File: src/rtl/interrupt_pending_unit.sv
// Interrupt pending unit: synchronised level/edge requests, lowest-index priority select; overrun flags with INTERRUPT_PENDING_OVERRUN_EN.
// Latency: input to pendingLines SYNC_STAGES+1 edges, to interruptActive/index +1 more; no backpressure, ack/clear act next edge.
module interrupt_pending_unit #(
  parameter int LINE_COUNT  = 16,
  parameter int INDEX_WIDTH = 4,
  parameter int SYNC_STAGES = 2
) (
  input  logic                   clock,
  input  logic                   reset,
  input  logic [LINE_COUNT-1:0]  externalInterruptLines,
  input  logic [LINE_COUNT-1:0]  edgeModeMask,
  input  logic [LINE_COUNT-1:0]  pswInterruptMask,
  input  logic                   pswInterruptEnable,
  input  logic                   acknowledgeEnable,
  input  logic [INDEX_WIDTH-1:0] acknowledgeIndex,
  input  logic [LINE_COUNT-1:0]  clearMask,
  output logic [LINE_COUNT-1:0]  pendingLines,
  output logic                   interruptActive,
  output logic [INDEX_WIDTH-1:0] index,
  output logic [LINE_COUNT-1:0]  overrunLines
);

  logic [LINE_COUNT-1:0]  sync_q [SYNC_STAGES];
  logic [LINE_COUNT-1:0]  prev;
  logic [LINE_COUNT-1:0]  synced;
  logic [LINE_COUNT-1:0]  rise;
  logic [LINE_COUNT-1:0]  clr;
  logic [LINE_COUNT-1:0]  pending_next;
  logic [LINE_COUNT-1:0]  masked;
  logic [INDEX_WIDTH-1:0] sel_idx;

  assign synced = sync_q[SYNC_STAGES-1];
  assign rise   = synced & ~prev;
  assign masked = pendingLines & pswInterruptMask;

  // Out-of-range acknowledge indices match no line and so clear nothing.
  always_comb begin
    clr = clearMask;
    for (int i = 0; i < LINE_COUNT; i++) begin
      if (acknowledgeEnable && int'(acknowledgeIndex) == i) clr[i] = 1'b1;
    end
  end

  // A rise wins over a same-cycle clear so a fresh edge is never dropped.
  always_comb begin
    pending_next = '0;
    for (int i = 0; i < LINE_COUNT; i++) begin
      if (edgeModeMask[i]) pending_next[i] = rise[i] | (pendingLines[i] & ~clr[i]);
      else                 pending_next[i] = synced[i];
    end
  end

  always_comb begin
    sel_idx = '0;
    for (int i = LINE_COUNT - 1; i >= 0; i--) begin
      if (masked[i]) sel_idx = INDEX_WIDTH'(i);
    end
  end

  always_ff @(posedge clock) begin
    if (reset) begin
      for (int s = 0; s < SYNC_STAGES; s++) sync_q[s] <= '0;
      prev            <= '0;
      pendingLines    <= '0;
      interruptActive <= 1'b0;
      index           <= '0;
    end else begin
      sync_q[0] <= externalInterruptLines;
      for (int s = 1; s < SYNC_STAGES; s++) sync_q[s] <= sync_q[s-1];
      prev            <= synced;
      pendingLines    <= pending_next;
      interruptActive <= (|masked) & pswInterruptEnable;
      index           <= sel_idx;
    end
  end

`ifdef INTERRUPT_PENDING_OVERRUN_EN
  logic [LINE_COUNT-1:0] overrun_q;

  always_ff @(posedge clock) begin
    if (reset) begin
      overrun_q <= '0;
    end else begin
      overrun_q <= (overrun_q & ~clearMask) |
                   (edgeModeMask & rise & pendingLines & ~clr);
    end
  end

  assign overrunLines = overrun_q;
`else
  assign overrunLines = '0;
`endif

endmodule

File: config.mk
export PLATFORM = sky130hd
export DESIGN_NAME = interrupt_pending_unit
export DESIGN_NICKNAME = d
export VERILOG_FILES = /design/src/rtl/interrupt_pending_unit.sv
export SDC_FILE = /design/constraint.sdc
export NUM_CORES = 1
export LEC_CHECK = 0
export BUFFER_PORTS_ARGS = -buffer_cell sky130_fd_sc_hd__buf_2
export CAP_MARGIN = 20
export CORE_ASPECT_RATIO = 1.75
export CORE_MARGIN = 3
export CORE_UTILIZATION = 43
export CTS_CLUSTER_SIZE = 24
export DETAILED_ROUTE_END_ITERATION = 12
export PLACE_DENSITY = 0.76
export SLEW_MARGIN = 15
export SYNTH_ARGS = -nofsm -noshare
export SYNTH_HDL_FRONTEND = slang
export SYNTH_SLANG_ARGS = --single-unit
File: constraint.sdc
create_clock -name clock -period 1 [get_ports clock]
set_input_delay 0.1 -clock clock [delete_from_list [all_inputs] [get_ports clock]]
set_output_delay 0.1 -clock clock [all_outputs]
set_load 0.05 [all_outputs]
-- Word level (Yosys, flattened, before mapping)
Memories as Yosys holds them, arrays and structs flattened.
Index checks and enable logic that the tools add are counted.
- bits in writable memories: 32
- bits in registers: 37
- memories kept: 1
- input bits: 72
- word-level logic and storage cells: 151
- bitwise gates (word level): 54
- reductions and logical operators: 22
- equal/unequal tests: 15
- multiplexer cells: 52
- memories (memory ; depth ; bits a word ; read ports ; clocked after memory_dff ; write ports ; RTL line ; text):
    sync_q ; 2 ; 16 ; 2 ; 0 ; 2 ; 23 ; logic [LINE_COUNT-1:0] sync_q [SYNC_STAGES];
- operators with widths (cell ; count):
    $mux 1 ; 36
    $and 16x16->16 ; 2
    $eq 4x4->1 const B ; 8
    $mux 16 ; 2
    $mux 4 ; 8
    $or 1x1->1 ; 18
    $and 1x1->1 ; 17
    $eq 4x3->1 const B ; 4
    $logic_and 1x1->1 ; 16
    $not 1->1 ; 16
    $not 16->16 ; 1
    $reduce_or 16->1 ; 1
    $mux 3 ; 4
    $reduce_or 9->1 ; 1
    $eq 4x2->1 const B ; 2
    $reduce_or 5->1 ; 1
    $eq 4x1->1 const B ; 1
    $logic_not 4->1 ; 1
    $mux 2 ; 2
    $reduce_or 3->1 ; 1
    $reduce_or 2->1 ; 1

-- Longest topological paths before layout
Gate-level depths: netlist of run 1.
- depth in word-level cells: 16
- gate-level depth with buffers: 5
- gate-level depth less buffers: 4

-- Least setup slack after synthesis of run 1
No wires, ideal clock.
- path type: reg-to-reg
- start point: reg pendingLines[12]
- end point: reg index[1]
- setup time: 0.116 ns
- required time: 0.884 ns
- setup slack: -0.396 ns
- cell stages (with the launch flop): 5
- period minus slack after synthesis: 1.396 ns
- data arrival time: 1.280 ns
- buffers on the path: 0
- path through: dfxtp_1 a22o_1 o2111a_1 o21ai_1 and3_1
- word-level cells in the longest chain between the ends: 12
- ends and longest elaborated chain (what ; RTL line ; text):
    start: declaration ; 17 ; output logic [LINE_COUNT-1:0] pendingLines,
    start signal: assignment ; 71 ; pendingLines <= pending_next;
    $and 16x16->16 ; 34 ; assign masked = pendingLines & pswInterruptMask;
    $mux 4 (5 in series) ; 56 ; if (masked[i]) sel_idx = INDEX_WIDTH'(i);
    $mux 3 (4 in series) ; 56 ;
    $mux 2 (2 in series) ; 56 ;
    end signal: assignment ; 73 ; index <= sel_idx;
    end: declaration ; 19 ; output logic [INDEX_WIDTH-1:0] index,
Every way passes these cells.
A chain may end at the register's enable or synchronous reset.

-- Worst setup path after layout of run 1
- start point: reg pendingLines[12]
- end point: reg index[3]
- word-level cells in the longest chain between the ends: 6
- ends and longest elaborated chain (what ; RTL line):
    $and 16x16->16 ; 34
    $mux 4 (5 in series) ; 56
Every way passes these cells.

==> results of run 1 <==
-- cell usage in the layout, fill, tap and decap left out, types with 2 or more instances in the layout --
cell type / count
and4bb_2: 2
nor3b_2: 2
and2_4: 2
nand4bb_1: 3
buf_8: 11
a22oi_2: 4
nor4bb_1: 5
dfxtp_4: 10
dfxtp_2: 6
dfxtp_1: 53
buf_6: 16
nor3_1: 3
dlygate4sd3_1: 17
nand3_1: 4
and2b_1: 23
nand2b_1: 5
nand4_1: 2
nand2_1: 51
nor4bb_2: 4
clkbuf_8: 12
buf_4: 17
a22o_1: 6
nor4bb_4: 2
buf_2: 71
nor2_2: 2
o21ai_1: 5
conb_1: 16
nor2b_1: 26
nand3b_1: 3
o21ai_0: 9
o211ai_1: 2
-- power by group through the flow --
stage / registers, W / clock network (W) / logic (W)
after floorplan: 0.00307 / 0 / 0.000399
after global placement: 0.00294 / 0 / 0.000756
after detailed placement: 0.00294 / 0 / 0.000767
after CTS: 0.00288 / 0.00222 / 0.000886
after global routing: 0.00290 / 0.00232 / 0.000995
final: 0.00289 / 0.00215 / 0.000935
-- per-stage QoR --
stage / TNS [ns] / utilization [%] / instance area (sq um)
CTS: -1.07 / 65.5 / 3880
detailed placement: -0.527 / 55.8 / 3310
global placement: -0.389 / 55.8 / 3310
floorplan: -0.344 / - / 2750
global route: -1.67 / 67.3 / 3990
finish: -0.979 / 67.3 / 3990
-- what timing repair did --
| item | 4_1_cts | 5_1_grt |
|---|---|---|
| setup buffers | 3 | 1 |
| hold endpoints to repair | 17 | 0 |
| endpoints found under the setup margin | 26 | 28 |
| hold buffers | 17 | 0 |
| pin swaps | 5 | 7 |
| gates resized for setup | 56 | 23 |
-- metal layers --
metal / wire length (um) / track usage, % / part of all wire (%)
met4: 267 / 10.2 / 3.9
met2: 3700 / 33.7 / 54
met1: 2420 / 19.1 / 35
met3: 439 / 5.21 / 6.4
met5: 0 / 0 / 0
-- cell families after synthesis --
group,count (synthesis),synth area share [%]
buf+inv,25,6.13
simple gates,142,32.3
compound gates,34,8.98
other cells,1,0.142
flops,69,52.4
-- worst min-delay path: stages --
cell	delay [ns]
buf_2	0.10
nand2b_1	0.07
a41oi_1	0.05
-- cells in the mapped netlist (2+ instances only) --
cell type / n
o21ai_0: 12
nand2b_1: 5
o21ai_1: 2
and2b_1: 23
nand4bb_1: 3
and2_1: 2
nor4bb_1: 11
nand3b_1: 3
dfxtp_1: 69
a22o_1: 6
buf_2: 3
nand2_1: 52
o211ai_1: 2
nand4_1: 2
nor3_1: 3
nor2_1: 3
clkbuf_1: 5
buf_4: 16
nand3_1: 4
a22oi_1: 4
and4bb_2: 2
nor2b_1: 26
-- how the worst max path moves through the flow --
stage | cells after the start | startpoint | slack, ns | to
after floorplan | 4 | pendingLines[12]$_SDFF_PP0_ | -0.11 | index[1]$_SDFF_PP0_
after global placement | 4 | pendingLines[14]$_SDFF_PP0_ | -0.16 | index[0]$_SDFF_PP0_
after detailed placement | 4 | pendingLines[14]$_SDFF_PP0_ | -0.15 | index[0]$_SDFF_PP0_
after CTS | 4 | pendingLines[12]$_SDFF_PP0_ | -0.1 | index[1]$_SDFF_PP0_
after global routing | 4 | pendingLines[12]$_SDFF_PP0_ | -0.18 | interruptActive$_SDFF_PP0_
final | 5 | pendingLines[12]$_SDFF_PP0_ | -0.11 | index[3]$_SDFF_PP0_
-- area by class of cell --
| type | instances | area [sq um] |
|---|---|---|
| well taps | 78 | 97.6 |
| repair buffers | 133 | 1020 |
| flip-flops and latches | 69 | 1430 |
| multi-input cells | 192 | 1250 |
| fillers | 474 | 1940 |
| clock buffers | 14 | 194 |
-- flip-flops by register name (all words and copies together) (netlist names) --
signal / count
index: 4
prev: 16
sync_q: 32
pendingLines: 16
interruptActive: 1
==> impl_metrics.json, run 1 <==
{
  "switching_share_pct": 24.9,
  "min-delay-start": "pswInterruptEnable",
  "critical_path_arrival_ns": 1.34,
  "hold_class": "input pin to flop",
  "ant_nets": 0,
  "die_w_um": 65.2,
  "post-dp-hpwl_um": 4680,
  "cp_slowest_cell": "dfxtp_4",
  "synth_top_area_cell": "dfxtp_1",
  "path_class": "flop to flop",
  "initial_core_util_pct": 44.4,
  "fmax_mhz": 903,
  "fin_cells": 486,
  "synth_cell_type_count": 35,
  "sequentialPowerShare_pct": 48.3,
  "synth-edff-count": 0,
  "cts.path.max_buffers": 2,
  "rrSetupSlack_ns": -0.11,
  "seq_area_frac_synth_pct": 52.4,
  "hold-path-endpoint": "interruptActive$_SDFF_PP0_",
  "path_delay_family": "flip-flops",
  "viasPerCell": 4.74,
  "hold_viol_final": 0,
  "violations": "negative setup slack",
  "cts.reportedPaths.clkPinSlew_ns": 0.07,
  "first_pass_iters": 6,
  "grt_max_degree": 51,
  "worst_setup_path_start_kind": "flop",
  "fin_crit_ns": 1.11,
  "die_h_um": 110,
  "gp_congestion": 0.836,
  "antenna_cells": 0,
  "critical_path_required_ns": 1.23,
  "yosys-top-cells-area": "dfxtp_1 52%, nand2_1 7.4%, and2b_1 6.6%",
  "slew_viol_final": 0,
  "rsz0062_at_grt": "yes",
  "clkPwrFrac_pct": 36.0,
  "drt_first_iter_violations": 167,
  "skew_ns": 0.00655,
  "leakagePower_nw": 1.82,
  "report.power.total_w": 0.00597,
  "antenna_found_initial": 0,
  "postSynth.asyncResetShare_pct": 0,
  "drc": 0,
  "p_int_w": 0.00449,
  "fin_ws_ns": -0.108,
  "synth_cells": 271,
  "grt_use_total_pct": 18.7,
  "htreeDepth": 3,
  "core-area_sq_um": 5930,
  "p_sw_w": 0.00149,
  "numCtsBuffers": 9,
  "grt_pass1_wl_um": 10100,
  "irDropWorstVdd_uv": 1190,
  "drt_wl_total_um": 6830,
  "cpPeakStageDelay_ns": 0.34,
  "combPwrFrac_pct": 15.7,
  "drive_gt1_share_pct": 40.9,
  "crit_buf_inv": 1,
  "max-cap-violations": 0,
  "layout.nets": 477,
  "grt_pass1_vias": 2267,
  "whs_ns": 0.0282,
  "endpoint_kind": "flop",
  "status": "complete, but fails checks",
  "vias": 2305,
  "cp_cell_sequence": "a22o_1 > nand2b_1 > nor2_2 > buf_4 > nor3b_2",
  "post_drt_wl_per_cell_um": 14.1,
  "cts_tree": "done",
  "port_buffers": 92,
  "root_buffer": "clkbuf_8",
  "synth_seq_cells": 69,
  "clkSinkCount": 69,
  "dp.cells": 451,
  "syn2layout_area_growth_pct": 51.5,
  "yosysWarnings": 0,
  "holdPathStages": 3,
  "r2r_cells": 5,
  "cp_max_fo": 2,
  "timing.rr.end": "index[3]$_SDFF_PP0_",
  "synth_area_sq_um": 2630,
  "r2r_start": "pendingLines[12]$_SDFF_PP0_",
  "die_area_sq_um": 7140,
  "pre_cts_ws_ns": -0.150,
  "grt_overflow": 0,
  "yosys_most_used_dff": "dfxtp_1",
  "synth_top_cell_area_share_pct": 52.4,
  "clkLatencyLatePin_ns": 0.33,
  "fin_crit_sh_pct": 111,
  "power_density_nw_per_um2": 1500,
  "fp-row-count": 37,
  "num_io_pins": 109,
  "synth.avg_cell_area_sq_um": 9.72,
  "setup_viol_count_final": 18
}
Note: power is estimated with default switching activity, not from simulation.
==> run 2: changes to the inputs <==
--- a/config.mk
+++ b/config.mk
@@ -5,7 +5,7 @@
 export SDC_FILE = /design/constraint.sdc
 export NUM_CORES = 1
 export LEC_CHECK = 0
-export BUFFER_PORTS_ARGS = -buffer_cell sky130_fd_sc_hd__buf_2
+export BUFFER_PORTS_ARGS = -buffer_cell sky130_fd_sc_hd__clkbuf_2
 export CAP_MARGIN = 20
 export CORE_ASPECT_RATIO = 1.75
 export CORE_MARGIN = 3
==> impl_metrics.json, run 2 (synthesized netlist as in run 1, its figures left out) <==
{
  "status": "complete, but fails checks",
  "violations": "negative setup slack",
  "initial_core_util_pct": 44.4,
  "layout.nets": 481,
  "cts_tree": "done",
  "grt_pass1_wl_um": 10400,
  "grt_max_degree": 16,
  "first_pass_iters": 4,
  "post-dp-hpwl_um": 4930,
  "fin_crit_sh_pct": 117,
  "syn2layout_area_growth_pct": 58.6,
  "holdPathStages": 4,
  "skew_ns": 0.00751,
  "cts.path.max_buffers": 2,
  "grt_pass1_vias": 2326,
  "leakagePower_nw": 1.91,
  "power_density_nw_per_um2": 1440,
  "grt_use_total_pct": 19.6,
  "antenna_found_initial": 0,
  "port_buffers": 92,
  "post_drt_wl_per_cell_um": 14.5,
  "root_buffer": "clkbuf_8",
  "drt_first_iter_violations": 150,
  "hold_class": "input pin to flop",
  "cts.reportedPaths.clkPinSlew_ns": 0.08,
  "max_flop_register": "sync_q",
  "fp-row-count": 37,
  "r2r_cells": 4,
  "cp_max_fo": 2,
  "vias": 2359,
  "grt_overflow": 0,
  "drt_wl_total_um": 7120,
  "path_class": "flop to flop",
  "fin_ws_ns": -0.167,
  "numCtsBuffers": 9,
  "fmax_mhz": 857,
  "ant_nets": 0,
  "largest_reg_flops": 32,
  "htreeDepth": 3,
  "num_io_pins": 109,
  "setup_viol_count_final": 19,
  "drc": 0,
  "worst_setup_path_start_kind": "flop",
  "die_h_um": 110,
  "core-area_sq_um": 5930,
  "viasPerCell": 4.79,
  "fin_crit_ns": 1.17,
  "critical_path_required_ns": 1.22,
  "rsz0062_at_grt": "yes",
  "die_w_um": 65.2,
  "clkLatencyLatePin_ns": 0.34,
  "fin_cells": 492,
  "place_area_sq_um": 3320,
  "dp.cells": 454,
  "endpoint_kind": "flop",
  "max-cap-violations": 0,
  "gp_congestion": 0.848,
  "antenna_cells": 0,
  "critical_path_arrival_ns": 1.39,
  "clkSinkCount": 69,
  "largest_registers": "sync_q: 32 flops, pendingLines: 16 flops, prev: 16 flops",
  "drive_gt1_share_pct": 41.5,
  "slew_viol_final": 0,
  "final_common_cell": "clkbuf_2",
  "mostFrequentLayoutCells": "71 x clkbuf_2, 53 x dfxtp_1, 51 x nand2_1",
  "irDropWorstVdd_uv": 1090,
  "fin_area_sq_um": 4180,
  "hold_viol_final": 0,
  "die_area_sq_um": 7140
}
-- run 2: cell types whose count changed in the layout (fill, tap and decap cells not counted), sizes merged --
| cell | before | now |
|---|---|---|
| buf | 116 | 33 |
| clkbuf | 14 | 97 |
| clkinv | 0 | 3 |
| inv | 0 | 2 |
| bufinv | 0 | 1 |
-- run 2: repair_timing --
item / in CTS / in global routing
endpoints found under the setup margin: 26 / 31
buffers inserted: 4 / 1
gates cloned: 0 / 0
pin swaps: 4 / 8
hold buffers: 17 / 0
endpoints found under the hold margin: 17 / 0
resized for setup: 67 / 26
-- run 2: worst paths after layout --
kind | from | endpoint | slack [ns]
worst max-delay path | pendingLines[12]$_SDFF_PP0_ | interruptActive$_SDFF_PP0_ | -0.17
worst min-delay path | clearMask[9] | pendingLines[9]$_SDFF_PP0_ | 0.03
worst max register to register | pendingLines[12]$_SDFF_PP0_ | interruptActive$_SDFF_PP0_ | -0.17
worst min register to register | sync_q[0][11]$_SDFF_PP0_ | sync_q[0][27]$_SDFF_PP0_ | 0.43
-- run 2: routing by layer --
layer	up-vias	wire, um	global-route usage, %	share of wire, %
met4	0	337	11.7	4.7
met2	94	3900	36.6	55
met3	25	452	6.44	6.3
li1	1172	-	-	-
met5	-	0	0	0
met1	1068	2430	17.8	34
-- run 2: stage by stage --
step | worst slack, ns | util, % | hold slack (ns) | TNS, ns | power [W]
after CTS | -0.110 | 68.8 | 0.00576 | -1.28 | 0.00602
final | -0.167 | 70.5 | 0.0262 | -1.40 | 0.00602
after detailed placement | -0.200 | 56.0 | 0.308 | -0.624 | 0.00372
after global placement | -0.171 | 56.0 | 0.305 | -0.427 | 0.00370
after floorplan | -0.110 | - | 0.225 | -0.344 | 0.00347
after global routing | -0.179 | 70.5 | 0.0265 | -2.04 | 0.00628
-- run 2: cell type report --
type	instances	area, sq um
fill	460	1750
sequential	69	1430
multi-input combinational	192	1260
timing repair buffer	137	1200
clock buffer	10	128
tap	78	97.6
clock inverter	6	61.3
-- run 2: where the power goes --
part           internal, W  switching, W  total [W]
Sequential         0.00284     0.0000426    0.00288
Combinational     0.000448      0.000536   0.000985
Clock              0.00115       0.00101    0.00216
-- run 2: worst max-delay path, cell delays in order, from the launching register on --
cell and delay, ns:
dfxtp_4 0.35, a22o_1 0.21, nand2b_1 0.21, nor2_4 0.17, a41oi_2 0.12
